### config.mk
export PLATFORM = sky130hd
export DESIGN_NAME = mac_tx_framer
export DESIGN_NICKNAME = d
export VERILOG_FILES = /design/src/rtl/mac_tx_framer.sv
export SDC_FILE = /design/constraint.sdc
export NUM_CORES = 1
export LEC_CHECK = 0
export ABC_CLOCK_PERIOD_IN_PS = 6300
export BUFFER_PORTS_ARGS = -buffer_cell sky130_fd_sc_hd__buf_4
export CAP_MARGIN = 10
export CORE_MARGIN = 2
export CORE_UTILIZATION = 25
export CTS_CLUSTER_SIZE = 25
export DETAILED_ROUTE_END_ITERATION = 10
export MAX_ROUTING_LAYER = met4
export PLACE_DENSITY_LB_ADDON = 0.3
export SYNTH_ARGS = -nofsm -noshare
export SYNTH_HDL_FRONTEND = slang
export SYNTH_SLANG_ARGS = --single-unit
### constraint.sdc
create_clock -name i_clk -period 6.3 [get_ports i_clk]
set_input_delay 0.315 -clock i_clk [delete_from_list [all_inputs] [get_ports i_clk]]
set_output_delay 0.315 -clock i_clk [all_outputs]
set_load 0.03 [all_outputs]
### src/rtl/mac_tx_framer.sv
// XGMII transmit framer: wraps a keep/last byte-lane frame stream in Start/preamble/SFD and
// Terminate control characters, aborts on underrun or oversize, and enforces the inter-frame gap.
module mac_tx_framer #(
    parameter int N_LANES         = 8,
    parameter int MIN_FRAME_BYTES = 64,
    parameter int MAX_FRAME_BYTES = 1518,
    parameter int IFG_BYTES       = 12
) (
    input  logic                 i_clk,
    input  logic                 i_reset,
    input  logic                 i_clk_en,
    input  logic                 i_s_valid,
    output logic                 o_s_ready,
    input  logic [N_LANES*8-1:0] i_s_data,
    input  logic [N_LANES-1:0]   i_s_keep,
    input  logic                 i_s_last,
    output logic [N_LANES-1:0]   o_xgmii_ctrl,
    output logic [N_LANES*8-1:0] o_xgmii_data,
    output logic                 o_busy,
    output logic                 o_frame_done,
    output logic                 o_underrun,
    output logic                 o_oversize,
    output logic                 o_runt
);

    localparam int CW  = $clog2(MAX_FRAME_BYTES + N_LANES) + 1;
    localparam int CW1 = CW + 1;
    localparam int GW  = $clog2(IFG_BYTES + N_LANES) + 1;
    localparam int GW1 = GW + 1;
    localparam int KW  = $clog2(N_LANES + 1);

    localparam logic [7:0] C_IDLE  = 8'h07;
    localparam logic [7:0] C_START = 8'hFB;
    localparam logic [7:0] C_TERM  = 8'hFD;
    localparam logic [7:0] C_ERR   = 8'hFE;
    localparam logic [7:0] C_PRE   = 8'h55;
    localparam logic [7:0] C_SFD   = 8'hD5;

    localparam logic [CW:0]          C_MAX       = CW1'(MAX_FRAME_BYTES);
    localparam logic [CW:0]          C_MIN       = CW1'(MIN_FRAME_BYTES);
    localparam logic [GW-1:0]        C_IFG       = GW'(IFG_BYTES);
    localparam logic [GW-1:0]        C_N         = GW'(N_LANES);
    localparam logic [GW-1:0]        C_NM1       = GW'(N_LANES - 1);
    localparam logic [N_LANES*8-1:0] C_IDLE_BEAT = {N_LANES{C_IDLE}};

    typedef enum logic [2:0] {
        S_IDLE, S_PRE, S_PRE2, S_DATA, S_TERM, S_DROP, S_IFG
    } state_t;

    state_t                 r_state;
    logic [CW-1:0]          r_byte_cnt;
    logic [GW-1:0]          r_ifg_cnt;
    logic [N_LANES-1:0]     r_ctrl;
    logic [N_LANES*8-1:0]   r_data;
    logic                   r_done;
    logic                   r_under;
    logic                   r_over;
    logic                   r_runt;

    logic [KW-1:0]          w_keep_cnt;
    logic [CW:0]            w_byte_sum;
    logic [CW-1:0]          w_byte_next;
    logic [GW:0]            w_ifg_sum;
    logic [GW-1:0]          w_ifg_inc;
    logic [GW-1:0]          w_ifg_last;
    logic [N_LANES-1:0]     w_keep_sh;
    logic [N_LANES*8-1:0]   w_term_data;
    logic [N_LANES*8-1:0]   w_err_data;
    logic [N_LANES*8-1:0]   w_tlane0_data;
    logic [N_LANES*8-1:0]   w_pre_a;
    logic [N_LANES*8-1:0]   w_pre_b;

    // NOTE: every always_comb output gets a default first so no path can infer a latch.
    always_comb begin
        w_keep_cnt    = '0;
        w_term_data   = '0;
        w_err_data    = '0;
        w_tlane0_data = '0;
        w_pre_a       = '0;
        w_pre_b       = '0;
        for (int j = 0; j < N_LANES; j++) begin
            w_keep_cnt = w_keep_cnt + KW'(i_s_keep[j]);
        end
        w_byte_sum  = {1'b0, r_byte_cnt} + CW1'(w_keep_cnt);
        w_byte_next = w_byte_sum[CW] ? '1 : w_byte_sum[CW-1:0];
        w_ifg_sum   = {1'b0, r_ifg_cnt} + GW1'(N_LANES);
        w_ifg_inc   = w_ifg_sum[GW] ? '1 : w_ifg_sum[GW-1:0];
        w_ifg_last  = C_N - GW'(w_keep_cnt);
        // Lane j carries /T/ when it is the first lane with keep low.
        w_keep_sh   = {i_s_keep[N_LANES-2:0], 1'b1};
        for (int j = 0; j < N_LANES; j++) begin
            w_term_data[j*8 +: 8]   = i_s_keep[j] ? i_s_data[j*8 +: 8]
                                                  : (w_keep_sh[j] ? C_TERM : C_IDLE);
            w_err_data[j*8 +: 8]    = (j == 0) ? C_ERR : ((j == 1) ? C_TERM : C_IDLE);
            w_tlane0_data[j*8 +: 8] = (j == 0) ? C_TERM : C_IDLE;
            w_pre_a[j*8 +: 8]       = (j == 0) ? C_START
                                    : ((N_LANES == 8 && j == N_LANES - 1) ? C_SFD : C_PRE);
            w_pre_b[j*8 +: 8]       = (j == N_LANES - 1) ? C_SFD : C_PRE;
        end
    end

    // NOTE: sequential state uses non-blocking assignments only, so every register samples pre-edge values.
    always_ff @(posedge i_clk) begin
        if (i_reset) begin
            r_state    <= S_IDLE;
            r_byte_cnt <= '0;
            r_ifg_cnt  <= '0;
            r_ctrl     <= '1;
            r_data     <= C_IDLE_BEAT;
            r_done     <= 1'b0;
            r_under    <= 1'b0;
            r_over     <= 1'b0;
            r_runt     <= 1'b0;
        end else if (i_clk_en) begin
            r_done  <= 1'b0;
            r_under <= 1'b0;
            r_over  <= 1'b0;
            r_runt  <= 1'b0;
            r_ctrl  <= '1;
            r_data  <= C_IDLE_BEAT;
            case (r_state)
                S_IDLE: begin
                    if (i_s_valid) r_state <= S_PRE;
                end
                S_PRE: begin
                    r_byte_cnt <= '0;
                    r_ctrl     <= N_LANES'(1);
                    r_data     <= w_pre_a;
                    r_state    <= (N_LANES == 8) ? S_DATA : S_PRE2;
                end
                S_PRE2: begin
                    r_ctrl  <= '0;
                    r_data  <= w_pre_b;
                    r_state <= S_DATA;
                end
                S_DATA: begin
                    if (!i_s_valid) begin
                        r_data    <= w_err_data;
                        r_under   <= 1'b1;
                        r_ifg_cnt <= C_NM1;
                        r_state   <= S_DROP;
                    end else if (i_s_last) begin
                        r_byte_cnt <= w_byte_next;
                        if (&i_s_keep) begin
                            r_ctrl  <= '0;
                            r_data  <= i_s_data;
                            r_state <= S_TERM;
                        end else begin
                            r_ctrl    <= ~i_s_keep;
                            r_data    <= w_term_data;
                            r_done    <= 1'b1;
                            r_runt    <= (w_byte_sum < C_MIN);
                            r_ifg_cnt <= w_ifg_last;
                            r_state   <= (w_ifg_last >= C_IFG) ? S_IDLE : S_IFG;
                        end
                    end else if (w_byte_sum > C_MAX) begin
                        r_data    <= w_err_data;
                        r_over    <= 1'b1;
                        r_ifg_cnt <= C_NM1;
                        r_state   <= S_DROP;
                    end else begin
                        r_byte_cnt <= w_byte_next;
                        r_ctrl     <= '0;
                        r_data     <= i_s_data;
                    end
                end
                S_TERM: begin
                    r_data    <= w_tlane0_data;
                    r_done    <= 1'b1;
                    r_runt    <= ({1'b0, r_byte_cnt} < C_MIN);
                    r_ifg_cnt <= C_N;
                    r_state   <= (C_N >= C_IFG) ? S_IDLE : S_IFG;
                end
                S_DROP: begin
                    r_ifg_cnt <= w_ifg_inc;
                    if (i_s_valid && i_s_last) begin
                        r_state <= (w_ifg_inc >= C_IFG) ? S_IDLE : S_IFG;
                    end
                end
                S_IFG: begin
                    r_ifg_cnt <= w_ifg_inc;
                    if (w_ifg_inc >= C_IFG) r_state <= S_IDLE;
                end
                default: r_state <= S_IDLE;
            endcase
        end
    end

    assign o_s_ready    = (r_state == S_DATA) || (r_state == S_DROP);
    assign o_busy       = (r_state != S_IDLE);
    assign o_xgmii_ctrl = r_ctrl;
    assign o_xgmii_data = r_data;
    assign o_frame_done = r_done;
    assign o_underrun   = r_under;
    assign o_oversize   = r_over;
    assign o_runt       = r_runt;

endmodule

[After elaboration in Yosys (flattened, before gate mapping)]
Index checks and enable logic that the tools add are counted.
Word-level totals
  register bits: 97
  latch bits: 0
  RAM bits: 0
  ROM bits: 0
  output and inout bits: 78
  memories kept: 0
Operators by class
  $add $sub $neg: 10
  multipliers: 0
  div/mod/pow operators: 0
  $lt $le $gt $ge: 5
  equal/unequal tests: 13
  shifts and indexed selects: 0
  muxes and demuxes: 60
  bitwise logic cells: 1
  reductions and logical operators: 12
Operator list (number)
  2-to-1 mux 64 bit: 4
  one-hot mux 64 bit (4 select lines): 1
  2-to-1 mux 8 bit: 19
  2-to-1 mux 12 bit: 4
  2-to-1 mux 6 bit: 5
  2-to-1 mux 3 bit: 9
  one-hot mux 12 bit (2 select lines): 1
  one-hot mux 8 bit (3 select lines): 1
  one-hot mux 3 bit (6 select lines): 1
  one-hot mux 6 bit (3 select lines): 1
  adder 4 x 1 -> 4 bit: 4
  adder 12 x 4 -> 13 bit: 1
  > comparator 13 x 11 -> 1 bit (second input constant): 1
  < comparator 13 x 7 -> 1 bit (second input constant): 1
  >= comparator 6 x 4 -> 1 bit (second input constant): 2
  < comparator 12 x 7 -> 1 bit (second input constant): 1
  2-to-1 mux 1 bit: 12
  == test 3 bit (second input constant): 3
  != test 2 bit (second input constant): 4
  != test 4 bit (second input constant): 2
  NOT 8 bit: 1
  AND reduction 4 bit: 2
  AND reduction 8 bit: 1
  adder 6 x 4 -> 7 bit (second input constant): 1
  15 further kinds: 19

[Logic depth before layout (Yosys ltp)]
  word-level depth: 14
  gate-level depth with buffers: 22
  depth with buffers taken out: 19

[Worst setup path after synthesis]
OpenSTA, ideal clock, no wires.
  path type: input -> register
  start point: input port i_s_keep[3]
  end point: register r_data[9] (netlist: o_xgmii_data[9])
  data arrival time: 5.037 ns
  data required time: 6.178 ns
  setup slack: 1.141 ns
  stages on the path: 18
  path buffers: 1
  cell sequence: clkbuf_1 -> inv_1 -> fa_1 -> fa_1 -> fa_1 -> inv_1 -> ha_1 -> inv_1 -> fa_1 -> fa_1 -> nand3b_2 -> a21oi_2 -> xor2_1 -> nand4b_1 -> o31ai_4 -> a21o_1 -> nand2_1 -> a311o_1
Between the ends
  cells in the longest elaborated chain, start to end: 11
  elaborated cells between the ends (all ways): 13
Ends and longest elaborated chain
  start: declaration: line 15  | input logic [N_LANES-1:0] i_s_keep,
  adder 3 x 1 -> 4 bit: line 82  | w_keep_cnt = w_keep_cnt + KW'(i_s_keep[j]);
  adder 4 x 1 -> 4 bit (4 in a row): line 82
  adder 12 x 4 -> 13 bit: line 84  | w_byte_sum = {1'b0, r_byte_cnt} + CW1'(w_keep_cnt);
  > comparator 13 x 11 -> 1 bit: line 156  | end else if (w_byte_sum > C_MAX) begin
  2-to-1 mux 64 bit: line 156
  2-to-1 mux 64 bit (*): line 142  | end else if (i_s_last) begin
  2-to-1 mux 64 bit (*): line 137  | if (!i_s_valid) begin
  one-hot mux 64 bit (4 select lines) (*): line 121  | case (r_state)
  end signal: assignment: line 138  | r_data <= w_err_data;
  end signal: assignment: line 146  | r_data <= i_s_data;
  end signal: assignment: line 157  | r_data <= w_err_data;
  end: declaration: line 54  | logic [N_LANES*8-1:0] r_data;
Mark *: on every way between the ends. The rest lies on a longest branch, timed or not.
A chain may end at the register's enable or synchronous reset.

[Final worst setup path]
Ends and elaborated chain as after synthesis.

==> flow_summary.toml <==
[clocking]
post_cts_buffers = 0
cts_resized = 0
cts.sink_count = 95
clk_pin_slew_worst_paths_ps = 70
clockRootBuffer = "clkbuf_16"
cts_hold_buf = 0
cts_buffers = 9
clockBufferDepth = 2
htree_num_levels = 3
insertion_delay_ps = 350
cts_tree = "yes"

[power]
p_sw_share_pct = 29.8
switching_power_mw = 0.468
power_frac_comb_pct = 22.4
power_frac_clock_pct = 36.6
p_per_area_nw_per_um2 = 237
internal-power_mw = 1.10
p_leak_nw = 2.70
ir_drop_uv = 118
pwr-share-seq_pct = 41.0

[routing]
dr.pass1.iters = 5
vias = 5146
wl_microns = 17600
ant_nets = 0
wl_per_cell_microns = 17.4
drc = 0
vias_per_cell = 5.11
drt-initial-drc-count = 469

[placement]
io_buffers = 154
dp_slack_ps = 767
post-dp-hpwl_microns = 13400
place_congestion = 0.913

[sta]
fin_setup_tns_ps = 0
slew_headroom_pct = 34.6
rsz0062_at_grt = "false"
fin_crit_sh_pct = 83.1
worst_slew_pin_slew_ps = 977
max_freq_mhz = 191
maxSlewViolCount = 0
hold_viol_final = 0
skew_ps = 6.15
postLayoutSetupSlackWorst_ps = 1070
period_needed_ps = 5230
setup_viol = 0

[cells_and_area]
ff_latch_area_sq_um = 1900
syn_to_final_growth_pct = 33.9
multiInputGateArea_sq_um = 2790
diodes = 0
nNetsFinal = 833
layout-drive-gt1-share_pct = 25.4
fillers = 2036

[worst_setup_path]
regToRegSetupSlack_ps = 2830
r2r_cells = 5
cpPeakStageDelay_ps = 490
cp.depth = 18
timing.critical_path.buf_inv = 4
cp_common_cell = "fa_1"
critPathKind = "input port to flop"
cp.arrival_ps = 5470
crit_required_ps = 6540
slowest_stage = "fa_1"
critPathMaxFanout = 8
endpoint_kind = "flop"
crit_chain = "buf_4 > inv_1 > fa_1 > fa_1 > fa_1 > inv_1 > ha_1 > inv_1 > fa_1 > fa_1 > nand3b_2 > a21oi_2 > xor2_1 > nand4b_1 > o31ai_4 > a21o_1 > nand2_1 > a311o_1"
startpoint_type = "input port"
critPathTopFamily = "adder cells"

[synthesis]
synth_cell_type_count = 60
syn-cell-area_sq_um = 4960
ys_dominant_reg_cell = "dfxtp_1"
ys_seq_area_share_pct = 38.4
synthArstFlopShare_pct = 0
avgSynthCellArea_sq_um = 8.17
synth-seq-cells = 95
netlist_instances = 607
synth_edf_count = 0
ys_warn_count = 0
synth_nets = 700

[global_route]
overflow = 0
antenna_found_initial = 0
grt_usage_pct = 16.8
grt_max_degree = 48
grt_pass1_vias = 4772
grt_first_pass_wirelength_microns = 26500

[worst_hold_path]
holdPathStages = 2
hold_path_class = "input port to flop"

[die]
pin_count = 155
initial_core_util_pct = 25.5
die_area_sq_um = 21000
fp.dieH_microns = 145
std_cell_rows = 51
die_w_microns = 145
fp.coreArea_sq_um = 19500

[run]
maxCapViolCount = 0

[outcome]
outcome = "finished, final reports clean"
-- cell usage in the layout (no fill, tap or decap), drive strengths merged, types with 13 or more instances in the layout --
cell type,n
a221o,18
o32a,14
nor3,13
nor2,55
nand2,60
a21oi,64
buf,159
inv,32
dfxtp,95
o21ai,51
-- state kept, by name (all words and copies together), names as in the netlist --
register and count:
o_frame_done 1, o_oversize 1, o_runt 1, o_underrun 1
o_xgmii_ctrl 8, o_xgmii_data 64, r_byte_cnt 12, r_ifg_cnt 4
r_state 3
-- synthesized netlist by cell type, drive strengths merged (4+ instances only) --
library cell	count	area share (%)
nor3	13	1.3
o31ai	4	0.88
nor4	6	0.76
a21o	5	0.76
nor2	55	4.3
a32o	6	1.2
nor2b	7	0.88
a31oi	6	0.76
a21boi	4	0.68
and2	4	0.50
nand3b	10	1.6
clkbuf	32	2.4
nand3	12	1.3
o221ai	6	1.1
inv	32	2.4
xnor2	5	0.88
a211oi	5	0.76
o22ai	10	1.3
o21ai	51	5.3
o32a	14	2.8
fa	5	2.0
nand4	10	1.3
dfxtp	95	38
xor2	4	0.71
a21oi	64	6.7
o31a	10	1.8
buf	5	0.58
a221o	18	3.6
nand2	60	4.5
nand2b	10	1.3
ha	11	2.8
-- through the flow --
step	instance area (sq um)	hold slack (ps)	power (mW)	util, %	cells
floorplan	4960	451	0.873	-	607
global route	6640	183	1.65	34.1	1008
finish	6640	185	1.57	34.1	1008
global placement	6340	441	1.01	32.6	994
CTS	6640	178	1.58	34.1	1008
detailed placement	6340	445	1.01	32.6	994
-- cells by family after synthesis --
family                   count (synthesis)  share of synthesized area [%]
AO/OA/AOI/OAI                          219                           30.3
XOR/XNOR                                 9                           1.59
adder cells (fa/ha/maj)                 16                           4.80
buffers and inverters                   69                           5.43
flip-flops                              95                           38.4
multiplexers                             1                          0.202
AND/OR/NAND/NOR                        198                           19.3
-- layout make-up --
class	instances	share of cell area, %
flip-flops and latches	95	28.7
clock inverters	4	1.09
clock buffers	10	3.45
repair buffers	159	18.0
well taps	265	5.00
inverters	32	1.81
multi-input cells	443	42.0
-- final timing paths --
check / start / endpoint
worst max-delay path: i_s_keep[3] / o_xgmii_data[9]$_SDFFE_PP1P_
worst min-delay path: i_s_data[41] / o_xgmii_data[41]$_SDFFE_PP1P_
worst max register to register: r_state[1]$_SDFFE_PP0P_ / o_xgmii_data[19]$_SDFFE_PP0P_
worst min register to register: o_xgmii_data[6]$_SDFFE_PP0P_ / o_xgmii_data[6]$_SDFFE_PP0P_
-- power groups by stage --
stage	Clock [mW]	Combinational, mW	Sequential (mW)
6_report	0.575	0.353	0.645
5_1_grt	0.614	0.388	0.648
4_1_cts	0.584	0.352	0.645
3_5_place_dp	0	0.351	0.658
3_3_place_gp	0	0.351	0.658
2_1_floorplan	0	0.175	0.697
-- layer usage --
metal	track usage, %	routed length (microns)
met1	23.7	8250
met2	23.4	7560
met3	4.08	1470
met4	5.11	308
met5	-	0
No activity file was read; power rests on OpenSTA's default activity.
